### config.mk
export PLATFORM = sky130hd
export DESIGN_NAME = bsg_credit_pkt_sched
export DESIGN_NICKNAME = d
export VERILOG_FILES = /design/src/rtl/bsg_credit_pkt_sched_pkg.sv /design/src/rtl/bsg_credit_pkt_sched_rr_picker.sv /design/src/rtl/bsg_credit_pkt_sched.sv
export SDC_FILE = /design/constraint.sdc
export NUM_CORES = 1
export LEC_CHECK = 0
export CAP_MARGIN = 15
export CORE_MARGIN = 2
export CORE_UTILIZATION = 46
export CTS_CLUSTER_DIAMETER = 200
export CTS_CLUSTER_SIZE = 24
export DETAILED_ROUTE_END_ITERATION = 12
export PLACE_DENSITY = 0.78
export SLEW_MARGIN = 0
export SYNTH_ARGS = -nofsm -noshare
export SYNTH_HDL_FRONTEND = slang
export SYNTH_SLANG_ARGS = --single-unit
export TNS_END_PERCENT = 100
### constraint.sdc
create_clock -name clk_i -period 2.8 [get_ports clk_i]
set_input_delay 0.56 -clock clk_i [delete_from_list [all_inputs] [get_ports clk_i]]
set_output_delay 0.56 -clock clk_i [all_outputs]
set_load 0.01 [all_outputs]
### src/rtl/bsg_credit_pkt_sched_pkg.sv
// Purpose: shared types and helpers for the credit packet scheduler.
//   state_e  : scheduler FSM state (idle arbitration / packet lock)
//   rot_idx  : rotate-priority index, (base + off) mod n
package bsg_credit_pkt_sched_pkg;

  typedef enum logic [0:0] {
    e_idle = 1'b0,
    e_lock = 1'b1
  } state_e;

  // Index of the requester 'off' positions above 'base', wrapping at n.
  function automatic int unsigned rot_idx(input int unsigned base,
                                          input int unsigned off,
                                          input int unsigned n);
    return (base + off) % n;
  endfunction

endpackage

### src/rtl/bsg_credit_pkt_sched_rr_picker.sv
// Purpose: combinational rotating-priority picker.
// Ports:
//   req_i     in   num_req_p  request vector
//   rr_ptr_i  in   lg_req_lp  highest-priority index this cycle
//   found_o   out  1          some request is set
//   winner_o  out  lg_req_lp  first set request at or above rr_ptr_i (wrapping)
module bsg_credit_pkt_sched_rr_picker
  import bsg_credit_pkt_sched_pkg::*;
#(
  parameter  int unsigned num_req_p = 4,
  localparam int unsigned lg_req_lp = $clog2(num_req_p)
) (
  input  logic [num_req_p-1:0] req_i,
  input  logic [lg_req_lp-1:0] rr_ptr_i,
  output logic                 found_o,
  output logic [lg_req_lp-1:0] winner_o
);

  logic [lg_req_lp-1:0] idx;

  // Scan from the farthest offset down so the nearest request wins last.
  always_comb begin
    found_o  = 1'b0;
    winner_o = '0;
    idx      = '0;
    for (int off = int'(num_req_p) - 1; off >= 0; off--) begin
      idx = lg_req_lp'(rot_idx(32'(rr_ptr_i), unsigned'(off), num_req_p));
      if (req_i[idx]) begin
        found_o  = 1'b1;
        winner_o = idx;
      end
    end
  end

endmodule

### src/rtl/bsg_credit_pkt_sched.sv
// Purpose: shares one downstream credit pool among num_req_p requesters with
// packet-granular round-robin arbitration; each accepted beat spends a credit.
// Ports:
//   clk_i            in   1            clock
//   reset_i          in   1            synchronous active-high reset
//   v_i              in   num_req_p    per-requester beat valid
//   last_i           in   num_req_p    per-requester last beat of packet
//   yumi_o           out  num_req_p    one-hot beat accept (combinational)
//   grant_id_o       out  lg_req_lp    accepted requester index (combinational)
//   credit_return_i  in   1            one credit returned this cycle
//   credits_o        out  credit_w_lp  registered pool count
//   locked_o         out  1            packet in progress
//   owner_o          out  lg_req_lp    current packet owner
module bsg_credit_pkt_sched
  import bsg_credit_pkt_sched_pkg::*;
#(
  parameter  int unsigned num_req_p   = 4,
  parameter  int unsigned credits_p   = 8,
  localparam int unsigned lg_req_lp   = $clog2(num_req_p),
  localparam int unsigned credit_w_lp = $clog2(credits_p + 1)
) (
  input  logic                   clk_i,
  input  logic                   reset_i,
  input  logic [num_req_p-1:0]   v_i,
  input  logic [num_req_p-1:0]   last_i,
  output logic [num_req_p-1:0]   yumi_o,
  output logic [lg_req_lp-1:0]   grant_id_o,
  input  logic                   credit_return_i,
  output logic [credit_w_lp-1:0] credits_o,
  output logic                   locked_o,
  output logic [lg_req_lp-1:0]   owner_o
);

  localparam logic [credit_w_lp-1:0] credits_max_lp = credit_w_lp'(credits_p);

  state_e                 state_r, state_n;
  logic [lg_req_lp-1:0]   rr_ptr_r, rr_ptr_n;
  logic [lg_req_lp-1:0]   owner_r, owner_n;
  logic [credit_w_lp-1:0] count_r, count_n;

  logic                   pick_found;
  logic [lg_req_lp-1:0]   pick_winner;
  logic                   has_credit;
  logic                   accept;

  function automatic logic [lg_req_lp-1:0] next_ptr(input logic [lg_req_lp-1:0] p);
    return lg_req_lp'(rot_idx(32'(p), 32'd1, num_req_p));
  endfunction

  bsg_credit_pkt_sched_rr_picker #(
    .num_req_p (num_req_p)
  ) picker (
    .req_i    (v_i),
    .rr_ptr_i (rr_ptr_r),
    .found_o  (pick_found),
    .winner_o (pick_winner)
  );

  // Only the registered count gates acceptance; returns are not bypassed.
  assign has_credit = (count_r != '0);

  // Next-state and accept logic.
  always_comb begin
    state_n    = state_r;
    rr_ptr_n   = rr_ptr_r;
    owner_n    = owner_r;
    yumi_o     = '0;
    grant_id_o = '0;
    accept     = 1'b0;
    case (state_r)
      e_idle: begin
        if (pick_found && has_credit && !reset_i) begin
          yumi_o[pick_winner] = 1'b1;
          grant_id_o          = pick_winner;
          accept              = 1'b1;
          if (last_i[pick_winner]) begin
            rr_ptr_n = next_ptr(pick_winner);
          end else begin
            state_n = e_lock;
            owner_n = pick_winner;
          end
        end
      end
      e_lock: begin
        // Everyone but the owner is ignored until its last beat is accepted.
        if (v_i[owner_r] && has_credit && !reset_i) begin
          yumi_o[owner_r] = 1'b1;
          grant_id_o      = owner_r;
          accept          = 1'b1;
          if (last_i[owner_r]) begin
            state_n  = e_idle;
            rr_ptr_n = next_ptr(owner_r);
          end
        end
      end
      default: state_n = e_idle;
    endcase
  end

  // Credit pool: a return and a consume in the same cycle cancel out.
  always_comb begin
    count_n = count_r;
    if (credit_return_i && !accept) begin
      count_n = (count_r == credits_max_lp) ? credits_max_lp
                                            : count_r + credit_w_lp'(1);
    end else if (!credit_return_i && accept) begin
      count_n = count_r - credit_w_lp'(1);
    end
  end

  // State registers.
  always_ff @(posedge clk_i) begin
    if (reset_i) begin
      state_r  <= e_idle;
      rr_ptr_r <= '0;
      owner_r  <= '0;
      count_r  <= credits_max_lp;
    end else begin
      state_r  <= state_n;
      rr_ptr_r <= rr_ptr_n;
      owner_r  <= owner_n;
      count_r  <= count_n;
    end
  end

  assign credits_o = count_r;
  assign locked_o  = (state_r == e_lock);
  assign owner_o   = owner_r;

  // Returning a credit into a full pool is a protocol error upstream.
  a_no_overflow: assert property (@(posedge clk_i) disable iff (reset_i)
    !(credit_return_i && !accept && (count_r == credits_max_lp)));

  a_yumi_onehot: assert property (@(posedge clk_i) disable iff (reset_i)
    $onehot0(yumi_o));

  a_yumi_has_v: assert property (@(posedge clk_i) disable iff (reset_i)
    ((yumi_o & ~v_i) == '0));

endmodule
==> results of run 1 <==
==> routing by layer <==
metal	track usage [%]	vias up	wire (um)
li1	-	453	-
met1	28.7	420	1010
met2	45.4	20	1170
met3	5.95	4	90
met4	6.86	0	20
met5	0	-	0
==> flip-flops by register name, indices dropped and copies added (netlist names) <==
name and cells:
credits_o 4, locked_o 1, owner_o 2, rr_ptr_r 2
==> cell type report <==
type	instances	area, um2
Inverter	3	11.3
Tap cell	17	21.3
Multi-Input combinational cell	86	627
Fill cell	135	469
Clock inverter	1	5.00
Sequential cell	9	180
Timing Repair Buffer	41	353
Clock buffer	3	22.5
==> through the flow <==
step	instance area (um2)	setup slack, ps	total power [mW]	setup TNS, ps	hold WS [ps]
2_1_floorplan	803	277	0.650	0	452
3_3_place_gp	1160	-322	0.945	-2420	494
3_5_place_dp	1160	-368	0.964	-2790	507
4_1_cts	1210	88.9	1.07	0	538
5_1_grt	1220	2.50	1.16	0	557
6_report	1220	95.4	1.08	0	544
==> how the worst max path moves through the flow <==
stage	startpoint	end	slack [ps]	depth (start not counted)
final	v_i[1]	grant_id_o[1]	100	7
after global routing	v_i[1]	grant_id_o[1]	3	7
after CTS	reset_i	yumi_o[0]	90	6
after detailed placement	v_i[1]	yumi_o[1]	-370	6
after global placement	v_i[3]	yumi_o[1]	-320	7
after floorplan	credits_o[0]$_SDFFE_PP0P_	credits_o[3]$_SDFFE_PP1P_	280	12
==> cell families (layout without fill, tap and decap cells) <==
group,after synthesis,after routing
AND/OR/NAND/NOR,45,45
AO/OA/AOI/OAI,26,26
flip-flops,9,9
multiplexers,6,6
buffers and inverters,6,48
XOR/XNOR,5,5
adder cells (fa/ha/maj),4,4
==> what timing repair did <==
item	in CTS	in global routing
gates cloned	0	0
endpoints found under the setup margin	6	1
gates resized for setup	19	1
==> layout by cell type (no fill, tap or decap), drive strengths merged, types with 2 or more instances in the layout <==
cell            n
nand3           3
clkdlybuf4s50  13
o21ai           8
or3             2
mux2i           4
nor2            7
a211oi          3
buf            18
nand2          15
and2            2
dlygate4sd2    10
nor3b           2
clkbuf          3
ha              4
nor4            4
or4             2
xnor2           4
a21oi           7
mux4            2
dfxtp           9
o22ai           2
inv             3
nor2b           4
==> power groups by stage <==
stage / logic (mW) / registers [mW] / clock network [mW]
2_1_floorplan: 0.396 / 0.254 / 0
3_3_place_gp: 0.707 / 0.238 / 0
3_5_place_dp: 0.724 / 0.240 / 0
4_1_cts: 0.723 / 0.241 / 0.111
5_1_grt: 0.798 / 0.247 / 0.114
6_report: 0.726 / 0.242 / 0.112
==> worst max-delay path: stages <==
cell                            delay (ps)
sky130_fd_sc_hd__dlygate4sd2_1         310
sky130_fd_sc_hd__mux4_2                470
sky130_fd_sc_hd__nor3b_2               170
sky130_fd_sc_hd__and2_4                180
sky130_fd_sc_hd__nand2_1                80
sky130_fd_sc_hd__o21ai_0                80
sky130_fd_sc_hd__dlygate4sd2_1         290
==> results.md, run 1 <==
- The run finished with clean final reports.
- Combinational logic burns 67.3% of the power.
- The clock tree from TritonCTS is yes.
- The core region is 0.00169 mm2.
- The final HPWL from detailed placement is 1800 um.
- From bottom edge to top edge, the die measures 45.8 um.
- The data arrival time of the critical path is 2140 ps.
- The share of synthesized cell area in and, or, nand and nor gates is 30.1%.
- After detailed routing, the number of remaining DRC violations is 0.
- The instance count of the mapped netlist is 101.
- The post-synthesis net count is 116.
- Setup repair after global routing left no endpoint under its margin.
- The number of antenna violations at the first check in global routing is 0.
- The fraction of power consumed by the clock network is about 10%.
- The worst pin sits at a relative slew slack of 69.6%.
- The via density per instance is 5.61.
- The tightest min-delay check is of the reg2reg type.
- The top fanout value on the critical path is 6.
- In this run the most critical hold path is launched from rr_ptr_r[0]$_SDFFE_PP0P_.
- The share of post-route cells with drive strength above 1 is about a quarter.
- The clock reaches the later pin of the worst-skew pair after 280 ps.
- The number of antenna diodes in the final layout is 0.
- The congestion estimate from routability-driven global placement came to roughly 0.85.
- The startpoint class of the critical path is a primary input.
- The number of nets still failing antenna checks after routing is 0.
- The width of the die is 45.8 um.
- The number of top-level pins is 24.
- The clock root buffer master is sky130_fd_sc_hd__clkbuf_4.
- The synthesized design spends more area on one cell type than any other, namely sky130_fd_sc_hd__dfxtp_1.
- The largest buffer count on any clock path is 2.
- The sequential-to-total area share from yosys stat is 22.4%.
- By area the synthesized netlist is led by sky130_fd_sc_hd__dfxtp_1 22%, sky130_fd_sc_hd__nand2_1 7.0%, sky130_fd_sc_hd__ha_1 6.2%.
- The adder and majority gate portion of the synthesized area is 6.23%.
- Summed over all cells, the static leakage comes to 0.531 nW.
- The final count of hold timing violations is 0.
- The clock sink count is 9.
- After synthesis, the largest family of logic cells by area is simple AND/OR/NAND/NOR gates.
- The worst hold path depth is 2.
- The number of vias after detailed routing is about 900.
- The worst setup path is captured at an output port.
- Sorting the synthesized cells by how often they occur yields 15 x sky130_fd_sc_hd__nand2_1, 9 x sky130_fd_sc_hd__dfxtp_1, 8 x sky130_fd_sc_hd__o21ai_0.
- After synthesis, the share of cell area in mux cells is 10.6%.
- The total overflow left after global routing is 0.
- The clock edge transition at the registers on the reported setup and hold paths is 80 ps.
- The register-to-register setup slack is 380 ps.
- For the worst flop-to-flop path, the logic depth is 9.
- The number of iterations in the first detailed-routing pass is 4.
- After synthesis, the largest area contributor takes up between 20% and 30% of total cell area.
- After the first detailed-routing iteration, the DRC count stood at 15.
- The number of hold-repair buffers added at the cts stage is 0.
- Summed over all layers, the routed wires come to 2300 um.
- Dividing the synthesized area by the synthesized cell count gives 7.95 um2.
- The most used flip-flop cell after synthesis is sky130_fd_sc_hd__dfxtp_1.
- The setup skew after layout is between 10 and 15 ps.
- The die covers 0.00210 mm2.
- Buffers inserted during clock tree synthesis total 3.
- The final-report max-slew violation count came to 0.
- The worst-case IR drop observed on VDD is 571 uV.
- The most common cell in the synthesized netlist is sky130_fd_sc_hd__nand2_1.
- The portion of total power attributed to sequential cells is 22.4%.
- In the final routed layout, each cell accounts on average for between 10 and 15 um.
- Setup violations remaining at the end of the flow were counted as 0.
- After the flow finishes, the layout carries non-filler instances totaling 160.
- The via count of the first global-routing pass is 888.
- The count of buffers added by post-CTS timing repair for setup is 0.
- The launch instance of the worst register-to-register path is owner_o[1]$_SDFFE_PP0P_.
- For the finished layout, the period the worst path requires is 2700 ps.
- The area added between synthesis and finish is 51.9%.
- Entering global routing, the biggest net connects 10 pins.
- The H-tree depth reported by CTS is 1.
- The worst hold path terminates at rr_ptr_r[0]$_SDFFE_PP0P_.
- For this run, the post-layout net count is 159.
- The share of flip-flops with an asynchronous set or reset after synthesis is 0%.
- The endpoint of the worst-slack reg-to-reg timing path is credits_o[2]$_SDFFE_PP0P_.
- Counting flops and latches in the post-synthesis netlist gives 9.
- Buffers placed on the I/O ports in this run total 23.
- Counting tap cells, the placed design contains a total of 156 instances.
- For the pin with the worst max-slew slack, the measured transition is 452 ps.
- After synthesis the cells add up to approximately 800 um2.
- The Yosys step of the flow raised 0 warnings.
- The xor and xnor area share after synthesis is 5.45%.
- Global routing used 24.9% of the available tracks across all layers.
- The initial core utilization is 47.6%.
- Cells fill 72.2% of the core in the end.
- In this run switching power makes up a little over two fifths of total power.
- The power density normalized to cell area is 885 mW/mm2.
- The max-cap check violation count is 0.
- The switching power of the nets is between 0.4 and 0.5 mW.
- The number of unique standard cell types used by synthesis is 35.
- The number of rows in the core area is 15.
- The critical path data required time is 2240 ps.
- The synthesized netlist devotes 20.6% of its cell area to compound gates.
- The internal power contribution is 0.627 mW.
- The worst path uses slightly below 100% of the clock period.
- The first global-routing pass estimated 3780 um of wire.
- The worst setup path is of the in2out kind.
- The number of synthesized flops with an enable pin is 0.
- The maximum frequency from static timing analysis is between 300 and 400 MHz.
Power figures use the tool's default switching activity.
==> inputs of run 2 (changes only) <==
Clock period 2.8 ns to 2.5 ns, I/O delays scaled along.
==> run 2 against run 1 <==
Hold slack worse by 12 ps. First-iteration DRC count up 33%. Global-route usage up 1.4 points. Clock power up 7%. Largest power group unchanged.
==> results.md, run 2 (synthesis gave the netlist of run 1 again) <==
- The library cells used most frequently in the layout, excluding fill and tap cells, are 25 x sky130_fd_sc_hd__buf_4, 14 x sky130_fd_sc_hd__nand2_1, 12 x sky130_fd_sc_hd__clkdlybuf4s50_1.
- The largest stage delay on the critical path is 450 ps.
- The number of vias after detailed routing is 964.
- The die is 45.8 um tall.
- The final weighted congestion in routability-driven placement is 0.879.
- The number of antenna violations at the first check in global routing came to 0.
- The final count of hold timing violations is 0.
- In this run the number of H-tree levels came out at 1.
- On the final layout, the worst clock skew is 4.24 ps.
- The setup path with the least slack is of type in2out.
- After detailed routing, the number of vias per cell comes to between 5 and 6.
- The top fanout value on the critical path is 6.
- The analysis attributes to cell leakage a power of ~0.54 nW.
- 0 antenna diodes ended up in the layout.
- The die outline area is 0.00210 mm2.
- At the worst endpoint, the arrival time is 1910 ps.
- The core region is 0.00169 mm2.
- The worst-case hold slack is 532 ps.
- The number of rows in the core area is 15.
- The worst register-to-register path begins at credits_o[0]$_SDFFE_PP0P_.
- During I/O placement, the number of pins put on the boundary was 24.
- The critical path data required time is 2000 ps.
- Input and output buffers added on the ports amount to 23.
- STA classifies the critical path endpoint as an output port.
- The die is 45.8 um wide.
- The critical path contains buffers and inverters numbering 2 combined.
- The run finished with clean final reports.
- The critical-path cell with the highest stage delay is sky130_fd_sc_hd__mux4_2.
- The instance area at placement is 0.00122 mm2.
- The number of nets still failing antenna checks after routing is 0.
- The flip-flop count of the largest register after layout is 4.
- The worst-case hold path end point is rr_ptr_r[0]$_SDFFE_PP0P_.
- After layout, the design draws a total of 1.28 mW.
- The area added between synthesis and finish is 56.2%.
- The number of placed cells counting well taps is 163.
- The max-cap check violation count is 0.
- The startpoint identified for the worst hold timing path is rr_ptr_r[0]$_SDFFE_PP0P_.
- The clock insertion delay at the later pin of the skew report is approximately 270 ps.
- The HPWL after detailed placement is 1890 um.
- The final critical-path share of the clock period is about 96%.
- The clock tree from TritonCTS is yes.
- The endpoint of the worst-slack reg-to-reg timing path is credits_o[3]$_SDFFE_PP1P_.
- The setup check on the worst reg-to-reg path leaves a slack of approximately 120 ps.
- The actual transition at the worst max-transition pin is 450 ps.
- The logic depth of the worst register-to-register path is 11.
- The largest buffer count on any clock path is 2.
- The clock edge transition at the registers on the reported setup and hold paths is 60 ps.
- For this run, design rule violations remaining after detail routing come to 0.
- The total clock buffers created by CTS is 3.
- Dividing the detail-routed wire length by the instance count gives between 10 and 15 um.
- Post-CTS timing repair inserted 0 buffers for setup.
- The total overflow left after global routing is 0.
- The maximum frequency from static timing analysis is 416 MHz.
- The finished cells cover 0.00125 mm2.
- The initial core utilization is 47.6%.
- The count of non-filler cells in the finished layout is 167.
- The cell sitting at the root of the clock tree is a sky130_fd_sc_hd__clkbuf_4.
- The largest net degree at the start of global routing is 10.
- The count of endpoints failing setup in the final report is 0.
- The number of iterations in the first detailed-routing pass is 4.
- The worst-case vdd ir drop is 558 uV.
- The share of post-route cells with drive strength above 1 is a little over a third.
- The tightest min-delay check is of the reg2reg type.
- After detailed routing, the met3 layer carries 60 um of wire.
- Walking the worst path, the cells encountered are dlygate4sd2_1 > mux4_2 > nor3b_2 > and2_4 > nand2_1 > o22ai_1 > buf_2.
- The first global-routing pass estimated around 4000 um of wire.
- The startpoint class of the critical path is a primary input.
- The final-report max-slew violation count is 0.
- The final wirelength is 2420 um.
- Grouping stages by cell kind, the critical path spends the most delay in simple AND/OR/NAND/NOR gates.
- The total routing usage reported by global routing is between 20% and 30%.
- The clock net in this run drives a total of 9 sinks.
- The clock period could shrink to 2410 ps.
- In this run the top signal layer used is met4.
- The routed length on met1 is 1000 um.
- The power density normalized to cell area is 1020 mW/mm2.
- The number of nets at the end of the flow is 166.
- The worst slew margin relative to its limit is a little over two thirds.
- The setup total negative slack is 0 ps.
- The routed wire length on met2 is 1320 um.
- The commonest non-fill, non-tap cell in the layout is sky130_fd_sc_hd__buf_4.
- The worst hold path depth is 2.
- The via count of the first global-routing pass is 971.
- After the first detailed-routing iteration, the DRC count stood at 20.
## run 2: how the worst max path moves through the flow
stage                                endpoint  cells after the start                       from
floorplan           credits_o[3]$_SDFFE_PP1P_                     12  credits_o[1]$_SDFFE_PP0P_
CTS                                 yumi_o[2]                      7                     v_i[3]
detailed placement                  yumi_o[1]                      6                     v_i[1]
global route        credits_o[3]$_SDFFE_PP1P_                     11  credits_o[0]$_SDFFE_PP0P_
finish                              yumi_o[1]                      7                     v_i[2]
global placement                    yumi_o[2]                      7                     v_i[1]
## run 2: through the flow
step / util (%) / setup slack [ps]
2_1_floorplan: - / 13.5
3_3_place_gp: 72.1 / -509
3_5_place_dp: 72.1 / -576
4_1_cts: 75.3 / 3.63
5_1_grt: 74.3 / -8.46
6_report: 74.3 / 93.8
## run 2: final cells by class
class / count / area (um2)
clock buffer: 4 / 26.3
fill: 128 / 434
inverter: 3 / 11.3
multi-input combinational: 86 / 644
sequential: 9 / 181
tap: 17 / 21.3
timing repair buffer: 48 / 370
## run 2: worst reg2reg max path: cells and delay by family, from the launching register on
| family | cells | cell delay (ps) |
|---|---|---|
| xor+xnor | 1 | 130 |
| compound gates | 1 | 200 |
| fa+ha+maj | 2 | 380 |
| flops | 1 | 330 |
| buf+inv | 1 | 50 |
| simple gates | 6 | 1170 |
## run 2: metal layers
| metal | track usage (%) | up-vias |
|---|---|---|
| met4 | 8.00 | 0 |
| met2 | 52.7 | 19 |
| li1 | - | 473 |
| met3 | 4.76 | 6 |
| met5 | 0 | - |
| met1 | 26.9 | 466 |
## run 2: what timing repair did
| action | 4_1_cts | 5_1_grt |
|---|---|---|
| hold buffers | 0 | 0 |
| setup endpoints to repair | 9 | 9 |
| gates resized for setup | 35 | 12 |
| pin swaps | 2 | 2 |
## run 2: where the power goes
| part | internal (mW) | switching (mW) |
|---|---|---|
| registers | 0.204 | 0.0561 |
| logic | 0.488 | 0.414 |
| clock network | 0.0618 | 0.0582 |
==> inputs of run 3 (changes only) <==
Settings changed: HOLD_SLACK_MARGIN set to 0.05.
==> results of run 3 <==
Final layout, timing and power as in run 2 (identical DEF).
